$ cat src/rtl/me_pkg.sv
// ---------------------------------------------------------------------------
// me_pkg
// Shared definitions for the full-search motion estimator:
//   - me_state_e : engine FSM states
//   - width helpers derived from the block/range geometry
//   - abs_diff   : absolute pixel difference
// ---------------------------------------------------------------------------
package me_pkg;

    typedef enum logic [2:0] {IDLE, RUN, LAST, CMP, DONE} me_state_e;

    // Widest pixel abs_diff handles; callers zero-extend narrower pixels.
    localparam int PIX_MAX_W = 16;

    // Search-window edge in pixels.
    function automatic int sw_size(input int blk, input int rng);
        return blk + 2 * rng - 1;
    endfunction

    function automatic int ar_width(input int blk);
        return $clog2(blk * blk);
    endfunction

    function automatic int as_width(input int blk, input int rng);
        return $clog2(sw_size(blk, rng) * sw_size(blk, rng));
    endfunction

    // SAD width: one pixel's worth of bits plus one bit per doubling of pixel count.
    function automatic int d_width(input int blk, input int pix_w);
        return ar_width(blk) + pix_w;
    endfunction

    function automatic int m_width(input int rng);
        return $clog2(rng) + 1;
    endfunction

    // |a-b| computed one bit wider so the sign of the difference is visible.
    function automatic logic [PIX_MAX_W-1:0] abs_diff(input logic [PIX_MAX_W-1:0] a,
                                                      input logic [PIX_MAX_W-1:0] b);
        logic [PIX_MAX_W:0] d;
        d = {1'b0, a} - {1'b0, b};
        if (d[PIX_MAX_W]) d = -d;
        return d[PIX_MAX_W-1:0];
    endfunction

endpackage

$ cat src/rtl/me_addr_gen.sv
// ---------------------------------------------------------------------------
// me_addr_gen
// Pixel and candidate counters for the full-search engine.
//   i_clk, i_rst_n : clock, asynchronous active-low reset
//   i_init         : restart at pixel 0 of candidate (-RANGE,-RANGE)
//   i_step         : advance to the next pixel of the current candidate
//   i_next         : advance to the next candidate (raster, dx inner)
//   o_addr_r       : reference-block address  row*BLK + col
//   o_addr_s       : search-window address    (row+dy+RANGE)*SW + (col+dx+RANGE)
//   o_last_pixel   : current address is the final pixel of the block
//   o_last_cand    : current candidate is the final one of the scan
//   o_dx, o_dy     : signed displacement of the current candidate
// ---------------------------------------------------------------------------
module me_addr_gen
    import me_pkg::*;
#(
    parameter  int BLK   = 16,
    parameter  int RANGE = 8,
    localparam int SW    = sw_size(BLK, RANGE),
    localparam int AR_W  = ar_width(BLK),
    localparam int AS_W  = as_width(BLK, RANGE),
    localparam int M_W   = m_width(RANGE),
    localparam int CW    = $clog2(BLK)
) (
    input  logic                  i_clk,
    input  logic                  i_rst_n,
    input  logic                  i_init,
    input  logic                  i_step,
    input  logic                  i_next,
    output logic [AR_W-1:0]       o_addr_r,
    output logic [AS_W-1:0]       o_addr_s,
    output logic                  o_last_pixel,
    output logic                  o_last_cand,
    output logic signed [M_W-1:0] o_dx,
    output logic signed [M_W-1:0] o_dy
);

    localparam logic [M_W-1:0] OFS_MAX = M_W'(2 * RANGE - 1);

    // Displacements are kept as offsets 0..2*RANGE-1 so the window address
    // needs no signed arithmetic.
    logic [AR_W-1:0] r_pix;
    logic [M_W-1:0]  r_ox;
    logic [M_W-1:0]  r_oy;
    logic [CW-1:0]   w_row;
    logic [CW-1:0]   w_col;
    logic [AS_W-1:0] w_srow;

    always_ff @(posedge i_clk or negedge i_rst_n) begin
        if (!i_rst_n) begin
            r_pix <= '0;
            r_ox  <= '0;
            r_oy  <= '0;
        end else if (i_init) begin
            r_pix <= '0;
            r_ox  <= '0;
            r_oy  <= '0;
        end else if (i_next) begin
            // Also reached after an early abort, so the pixel count restarts here.
            // dy wraps after the final candidate to keep the idle address in range.
            r_pix <= '0;
            if (r_ox == OFS_MAX) begin
                r_ox <= '0;
                r_oy <= (r_oy == OFS_MAX) ? '0 : r_oy + M_W'(1);
            end else begin
                r_ox <= r_ox + M_W'(1);
            end
        end else if (i_step) begin
            // BLK is a power of two, so {row,col} is a single wrapping counter.
            r_pix <= r_pix + AR_W'(1);
        end
    end

    assign w_row        = r_pix[AR_W-1:CW];
    assign w_col        = r_pix[CW-1:0];
    assign w_srow       = AS_W'(w_row) + AS_W'(r_oy);
    assign o_addr_r     = r_pix;
    assign o_addr_s     = w_srow * AS_W'(SW) + AS_W'(w_col) + AS_W'(r_ox);
    assign o_last_pixel = (r_pix == '1);
    assign o_last_cand  = (r_ox == OFS_MAX) && (r_oy == OFS_MAX);
    assign o_dx         = $signed(r_ox - M_W'(RANGE));
    assign o_dy         = $signed(r_oy - M_W'(RANGE));

endmodule

$ cat src/rtl/me_fullsearch_engine.sv
// ---------------------------------------------------------------------------
// me_fullsearch_engine
// Full-search SAD block matcher: BLK x BLK reference block against every
// displacement (-RANGE..RANGE-1)^2 inside an SW x SW search window.
//   clock, rst_n        : clock, asynchronous active-low reset
//   start               : request, accepted only in IDLE
//   busy                : search in progress
//   completed           : one-cycle pulse, results valid
//   BestDist            : minimum SAD, held until the next search ends
//   motionX, motionY    : signed displacement of the first minimum (raster)
//   AddressR, AddressS  : ROM addresses (data returns one cycle later)
//   R, S                : ROM data
// EARLY_TERM=1 abandons a candidate once its partial SAD reaches the best
// so far; results are unchanged, only the cycle count drops.
// ---------------------------------------------------------------------------
module me_fullsearch_engine
    import me_pkg::*;
#(
    parameter  int BLK        = 16,
    parameter  int RANGE      = 8,
    parameter  int PIX_W      = 8,
    parameter  int EARLY_TERM = 1,
    localparam int AR_W       = ar_width(BLK),
    localparam int AS_W       = as_width(BLK, RANGE),
    localparam int D_W        = d_width(BLK, PIX_W),
    localparam int M_W        = m_width(RANGE)
) (
    input  logic                  clock,
    input  logic                  rst_n,
    input  logic                  start,
    output logic                  busy,
    output logic                  completed,
    output logic [D_W-1:0]        BestDist,
    output logic signed [M_W-1:0] motionX,
    output logic signed [M_W-1:0] motionY,
    output logic [AR_W-1:0]       AddressR,
    output logic [AS_W-1:0]       AddressS,
    input  logic [PIX_W-1:0]      R,
    input  logic [PIX_W-1:0]      S
);

    me_state_e             r_state;
    logic [D_W-1:0]        r_acc;
    logic [D_W-1:0]        r_best;
    logic signed [M_W-1:0] r_bx;
    logic signed [M_W-1:0] r_by;
    logic                  r_vld;   // R/S currently carry data for an issued address

    logic                  w_init;
    logic                  w_step;
    logic                  w_next;
    logic                  w_last_pixel;
    logic                  w_last_cand;
    logic                  w_abort;
    logic signed [M_W-1:0] w_dx;
    logic signed [M_W-1:0] w_dy;
    logic [PIX_W-1:0]      w_ad;
    logic [D_W-1:0]        w_sum;

    assign w_init = (r_state == IDLE) && start;
    assign w_step = (r_state == RUN);
    assign w_next = (r_state == CMP);

    me_addr_gen #(
        .BLK   (BLK),
        .RANGE (RANGE)
    ) u_addr_gen (
        .i_clk        (clock),
        .i_rst_n      (rst_n),
        .i_init       (w_init),
        .i_step       (w_step),
        .i_next       (w_next),
        .o_addr_r     (AddressR),
        .o_addr_s     (AddressS),
        .o_last_pixel (w_last_pixel),
        .o_last_cand  (w_last_cand),
        .o_dx         (w_dx),
        .o_dy         (w_dy)
    );

    assign w_ad  = PIX_W'(abs_diff(PIX_MAX_W'(R), PIX_MAX_W'(S)));
    assign w_sum = r_acc + {{AR_W{1'b0}}, w_ad};

    // The first candidate can never abort: best starts at all-ones, above any SAD.
    assign w_abort = (EARLY_TERM != 0) && r_vld && (w_sum >= r_best);

    always_ff @(posedge clock or negedge rst_n) begin
        if (!rst_n) begin
            r_state   <= IDLE;
            busy      <= 1'b0;
            completed <= 1'b0;
            BestDist  <= '0;
            motionX   <= '0;
            motionY   <= '0;
            r_acc     <= '0;
            r_best    <= '0;
            r_bx      <= '0;
            r_by      <= '0;
            r_vld     <= 1'b0;
        end else begin
            completed <= 1'b0;
            case (r_state)
                IDLE: begin
                    if (start) begin
                        r_state <= RUN;
                        busy    <= 1'b1;
                        r_acc   <= '0;
                        r_best  <= '1;
                        r_vld   <= 1'b0;
                    end
                end
                RUN: begin
                    if (r_vld) r_acc <= w_sum;
                    if (w_abort) begin
                        // acc is left >= best, so CMP will not take this candidate.
                        r_vld   <= 1'b0;
                        r_state <= CMP;
                    end else begin
                        r_vld <= 1'b1;
                        if (w_last_pixel) r_state <= LAST;
                    end
                end
                LAST: begin
                    r_acc   <= w_sum;
                    r_vld   <= 1'b0;
                    r_state <= CMP;
                end
                CMP: begin
                    // Strict compare: ties keep the earlier candidate.
                    if (r_acc < r_best) begin
                        r_best <= r_acc;
                        r_bx   <= w_dx;
                        r_by   <= w_dy;
                    end
                    r_acc   <= '0;
                    r_state <= w_last_cand ? DONE : RUN;
                end
                DONE: begin
                    BestDist  <= r_best;
                    motionX   <= r_bx;
                    motionY   <= r_by;
                    completed <= 1'b1;
                    busy      <= 1'b0;
                    r_state   <= IDLE;
                end
                default: r_state <= IDLE;
            endcase
        end
    end

endmodule

$ cat config.mk
export PLATFORM = sky130hd
export DESIGN_NAME = me_fullsearch_engine
export DESIGN_NICKNAME = d
export VERILOG_FILES = /design/src/rtl/me_pkg.sv /design/src/rtl/me_addr_gen.sv /design/src/rtl/me_fullsearch_engine.sv
export SDC_FILE = /design/constraint.sdc
export NUM_CORES = 1
export LEC_CHECK = 0
export CORE_MARGIN = 10
export CORE_UTILIZATION = 39
export CTS_CLUSTER_DIAMETER = 120
export CTS_CLUSTER_SIZE = 40
export DETAILED_ROUTE_END_ITERATION = 8
export PLACE_DENSITY = 0.7
export SYNTH_ARGS = -nofsm -noshare
export SYNTH_HDL_FRONTEND = slang
export SYNTH_HIERARCHICAL = 1
export SYNTH_SLANG_ARGS = --single-unit
$ cat constraint.sdc
create_clock -name clock -period 8.9 [get_ports clock]
set_input_delay 1.78 -clock clock [delete_from_list [all_inputs] [get_ports clock]]
set_output_delay 1.78 -clock clock [all_outputs]
set_load 0.02 [all_outputs]
==> impl_metrics.py <==
metrics = {
    "clock_network": {
        "htreeDepth": 3,
        "cts_num_sinks": 86,
        "cts_tree": "built",
        "clk_latency_ns": 0.34,
        "cts.path.max_buffers": 2,
        "path_clk_slew_ns": 0.06,
        "numCtsBuffers": 9,
        "cts-resized-gates": 0,
        "hold_buffers": 0,
        "root_buffer": "clkbuf_16",
        "post_cts_buffers": 0,
    },
    "placement": {
        "dpl_cell_area_um2": 7305,
        "port_buffers": 62,
        "finalWeightedCongestion": 0.8560,
        "dpl.hpwl_um": 10370,
    },
    "grt": {
        "grt_overflow": 0,
        "grt_antenna_before_repair": 0,
        "use_met1_pct": 17.17,
        "grt_pass1_wl_um": 23600,
        "grt_max_degree": 68,
        "busiest_layer": "met2",
        "grt_pass1_vias": 4802,
        "gr-usage-met3_pct": 3.064,
        "grtUsageMet2_pct": 19.86,
        "grtUsageTotal_pct": 12.67,
    },
    "route": {
        "firstDrtPassIters": 4,
        "drt_wl_total_um": 13590,
        "ant_nets": 0,
        "drtIter0Drc": 226,
        "wl_per_cell_um": 14.49,
        "post_drt_via_cell_ratio": 5.066,
        "vias": 4752,
        "drc": 0,
    },
    "synth": {
        "synthArstFlopShare_pct": 100.0,
        "yosysTopAreaCell": "dfrtp_1",
        "netlist_top_cells_area": "dfrtp_1, ha_1, mux2_2, nor2_1, fa_1",
        "netlist.area_leader.share_pct": 32.98,
        "synth.cell_area_um2": 6526,
        "synth_seq_area_share_pct": 32.98,
        "synth-edff-count": 0,
        "ys_types": 55,
        "synthFlopType": "dfrtp_1",
        "yosys_warnings": 6,
        "avgSynthCellArea_um2": 9.829,
        "synth_seq_cells": 86,
        "synthCells": 664,
        "syn-num-nets": 784,
    },
    "cells_and_area": {
        "nNetsFinal": 833,
        "multi_input_area_um2": 4000,
        "finish.instance_area_um2": 7580,
        "fillers": 1578,
        "n_antenna_cell": 0,
        "seq_area_um2": 2152,
        "syn2layout_area_growth_pct": 16.14,
        "drive_gt1_share_pct": 9.053,
    },
    "floorplan": {
        "io_pins": 63,
        "die-area_um2": 22310,
        "start_util_pct": 39.64,
        "row_count": 47,
        "die_y_um": 149.4,
        "core_area_um2": 16470,
        "fp.dieW_um": 149.4,
    },
    "worst_setup_path": {
        "r2r_cells": 14,
        "crit_fanout": 7,
        "crit_required_ns": 7.12,
        "worstPathArrival_ns": 6.03,
        "slowest_stage": "clkdlybuf4s50_1",
        "crit_path_max_incr_delay_ns": 0.62,
        "worst_setup_path_end_kind": "output pin",
        "startpoint_type": "flop",
        "path_cells": "ha_1, inv_1, fa_1, xnor2_1, inv_1, xnor2_1, ha_1, ha_1, inv_1, fa_1, fa_1, inv_1, ha_1, nor2b_1, o21ai_1, a21oi_1, o41ai_1, xnor2_1, clkdlybuf4s50_1",
        "crit_type": "flop to output pin",
    },
    "timing": {
        "slew_viol_final": 0,
        "worst_pin_slew_ns": 1.089,
        "rsz0062_at_grt": "no",
        "hold_viol": 0,
        "slew_headroom_pct": 27.40,
        "fmax_mhz": 128.0,
        "finalSetupViolCount": 0,
        "fin_tns_setup_ns": 0,
        "post-route-period-util_pct": 87.80,
        "finalCriticalPeriod_ns": 7.814,
        "skew_ns": 0.009478,
    },
    "status": {
        "status": "finished clean",
    },
    "hold_path": {
        "worstHoldPathType": "flop to flop",
        "worstHoldPathCells": 1,
    },
    "job": {
        "drv_cap": 0,
    },
}
[metal layers]
layer  vias to the layer above  part of all wire [%]
met2                        73                    46
li1                       2405                     -
met3                         5                   4.3
met1                      2269                    49
met4                         0                  0.68
met5                         -                     0
[per-stage QoR]
step                hold WS (ns)  util [%]  instances  setup slack (ns)
global route              0.5202     46.03        938            0.5541
finish                    0.5060     46.03        938             1.086
detailed placement        0.4923     44.36        922             1.409
CTS                       0.5084     46.03        938             1.011
global placement          0.4887     44.36        922             1.422
floorplan                 0.4736         -        664             2.339
[final cells by class]
class | instances | share of cell area, %
Multi-Input combinational cell | 489 | 52.77
Sequential cell | 86 | 28.39
Timing Repair Buffer | 66 | 8.551
Tap cell | 220 | 3.632
Clock buffer | 10 | 3.021
Inverter | 61 | 3.021
Clock inverter | 6 | 0.6108
[final timing paths]
kind	from	end	slack, ns
hold / removal	BestDist[8]$_DFFE_PN0P_	BestDist[8]$_DFFE_PN0P_	0.51
setup reg to reg	r_acc[0]$_DFFE_PN0P_	r_state[1]$_DFFE_PN0P_	4.91
min in group asynchronous	rst_n	completed$_DFF_PN0_	1.32
setup / recovery	u_addr_gen/r_oy[0]$_DFFE_PN0P_	AddressS[9]	1.09
hold reg to reg	BestDist[8]$_DFFE_PN0P_	BestDist[8]$_DFFE_PN0P_	0.51
max in group asynchronous	rst_n	r_bx[0]$_DFFE_PN0P_	6.46
[state kept, by name (all words and copies together), names as in the netlist]
register and count:
r_vld 1, r_best 16, busy 1, r_acc 16, r_bx 4, u_addr_gen/o_addr_r 8
BestDist 16, r_state 3, r_by 4, u_addr_gen/r_oy 4, u_addr_gen/r_ox 4, motionY 4
motionX 4, completed 1
[synthesized netlist by cell type (2+ instances only)]
master	instances
dfrtp_1	86
ha_1	86
nor2_1	81
inv_1	61
mux2_2	29
xnor2_1	29
a21oi_1	28
nand2_1	25
o21ai_0	25
mux2i_1	18
xor2_1	16
fa_1	15
a21o_1	13
clkbuf_1	10
nor3_1	10
a211oi_1	9
nand3_1	9
buf_2	8
buf_4	8
nand2b_1	8
nand4_1	8
nor2b_1	8
a22o_1	7
a31oi_1	7
a41oi_1	5
and3_1	5
or3_1	5
mux2_4	4
o31ai_1	4
and2_1	3
o21a_1	3
o21bai_1	3
or2_2	3
a221o_1	2
buf_6	2
o21ba_2	2
[cells by family (layout without fill, tap and decap cells)]
logic type	count (synthesis)	in the layout	synth area share, %
AOI/OAI and AO/OA	119	119	12.71
xor gates and xnor gates	45	45	6.039
adders and majority gates	101	101	21.09
buffers and inverters	89	143	5.963
DFF	86	86	32.98
muxes	51	51	8.685
and+or+nand+nor	173	173	12.54
[critical path: cells and delay by family, from the launching register on]
kind	cells	cell delay [ns]
AO/OA/AOI/OAI	3	0.66
XOR/XNOR	3	0.95
adder cells (fa/ha/maj)	7	2.52
buffers and inverters	5	0.95
flip-flops	1	0.46
AND/OR/NAND/NOR	1	0.15
[cells in the final DEF, fill, tap and decap left out, types with 9 or more instances in the layout]
| cell type | instances |
|---|---|
| clkbuf_16 | 9 |
| xnor2_1 | 29 |
| nand3_1 | 9 |
| dfrtp_1 | 86 |
| nor3_1 | 10 |
| fa_1 | 15 |
| inv_1 | 61 |
| a21oi_1 | 28 |
| nand2_1 | 25 |
| a211oi_1 | 9 |
| nor2_1 | 81 |
| a21o_1 | 13 |
| o21ai_0 | 25 |
| xor2_1 | 16 |
| ha_1 | 86 |
| clkdlybuf4s50_1 | 61 |
| mux2_2 | 29 |
| mux2i_1 | 18 |
Power is left out: the tool's default activity adds up to more than one toggle a clock period on the data nets, which glitch-free logic cannot reach.
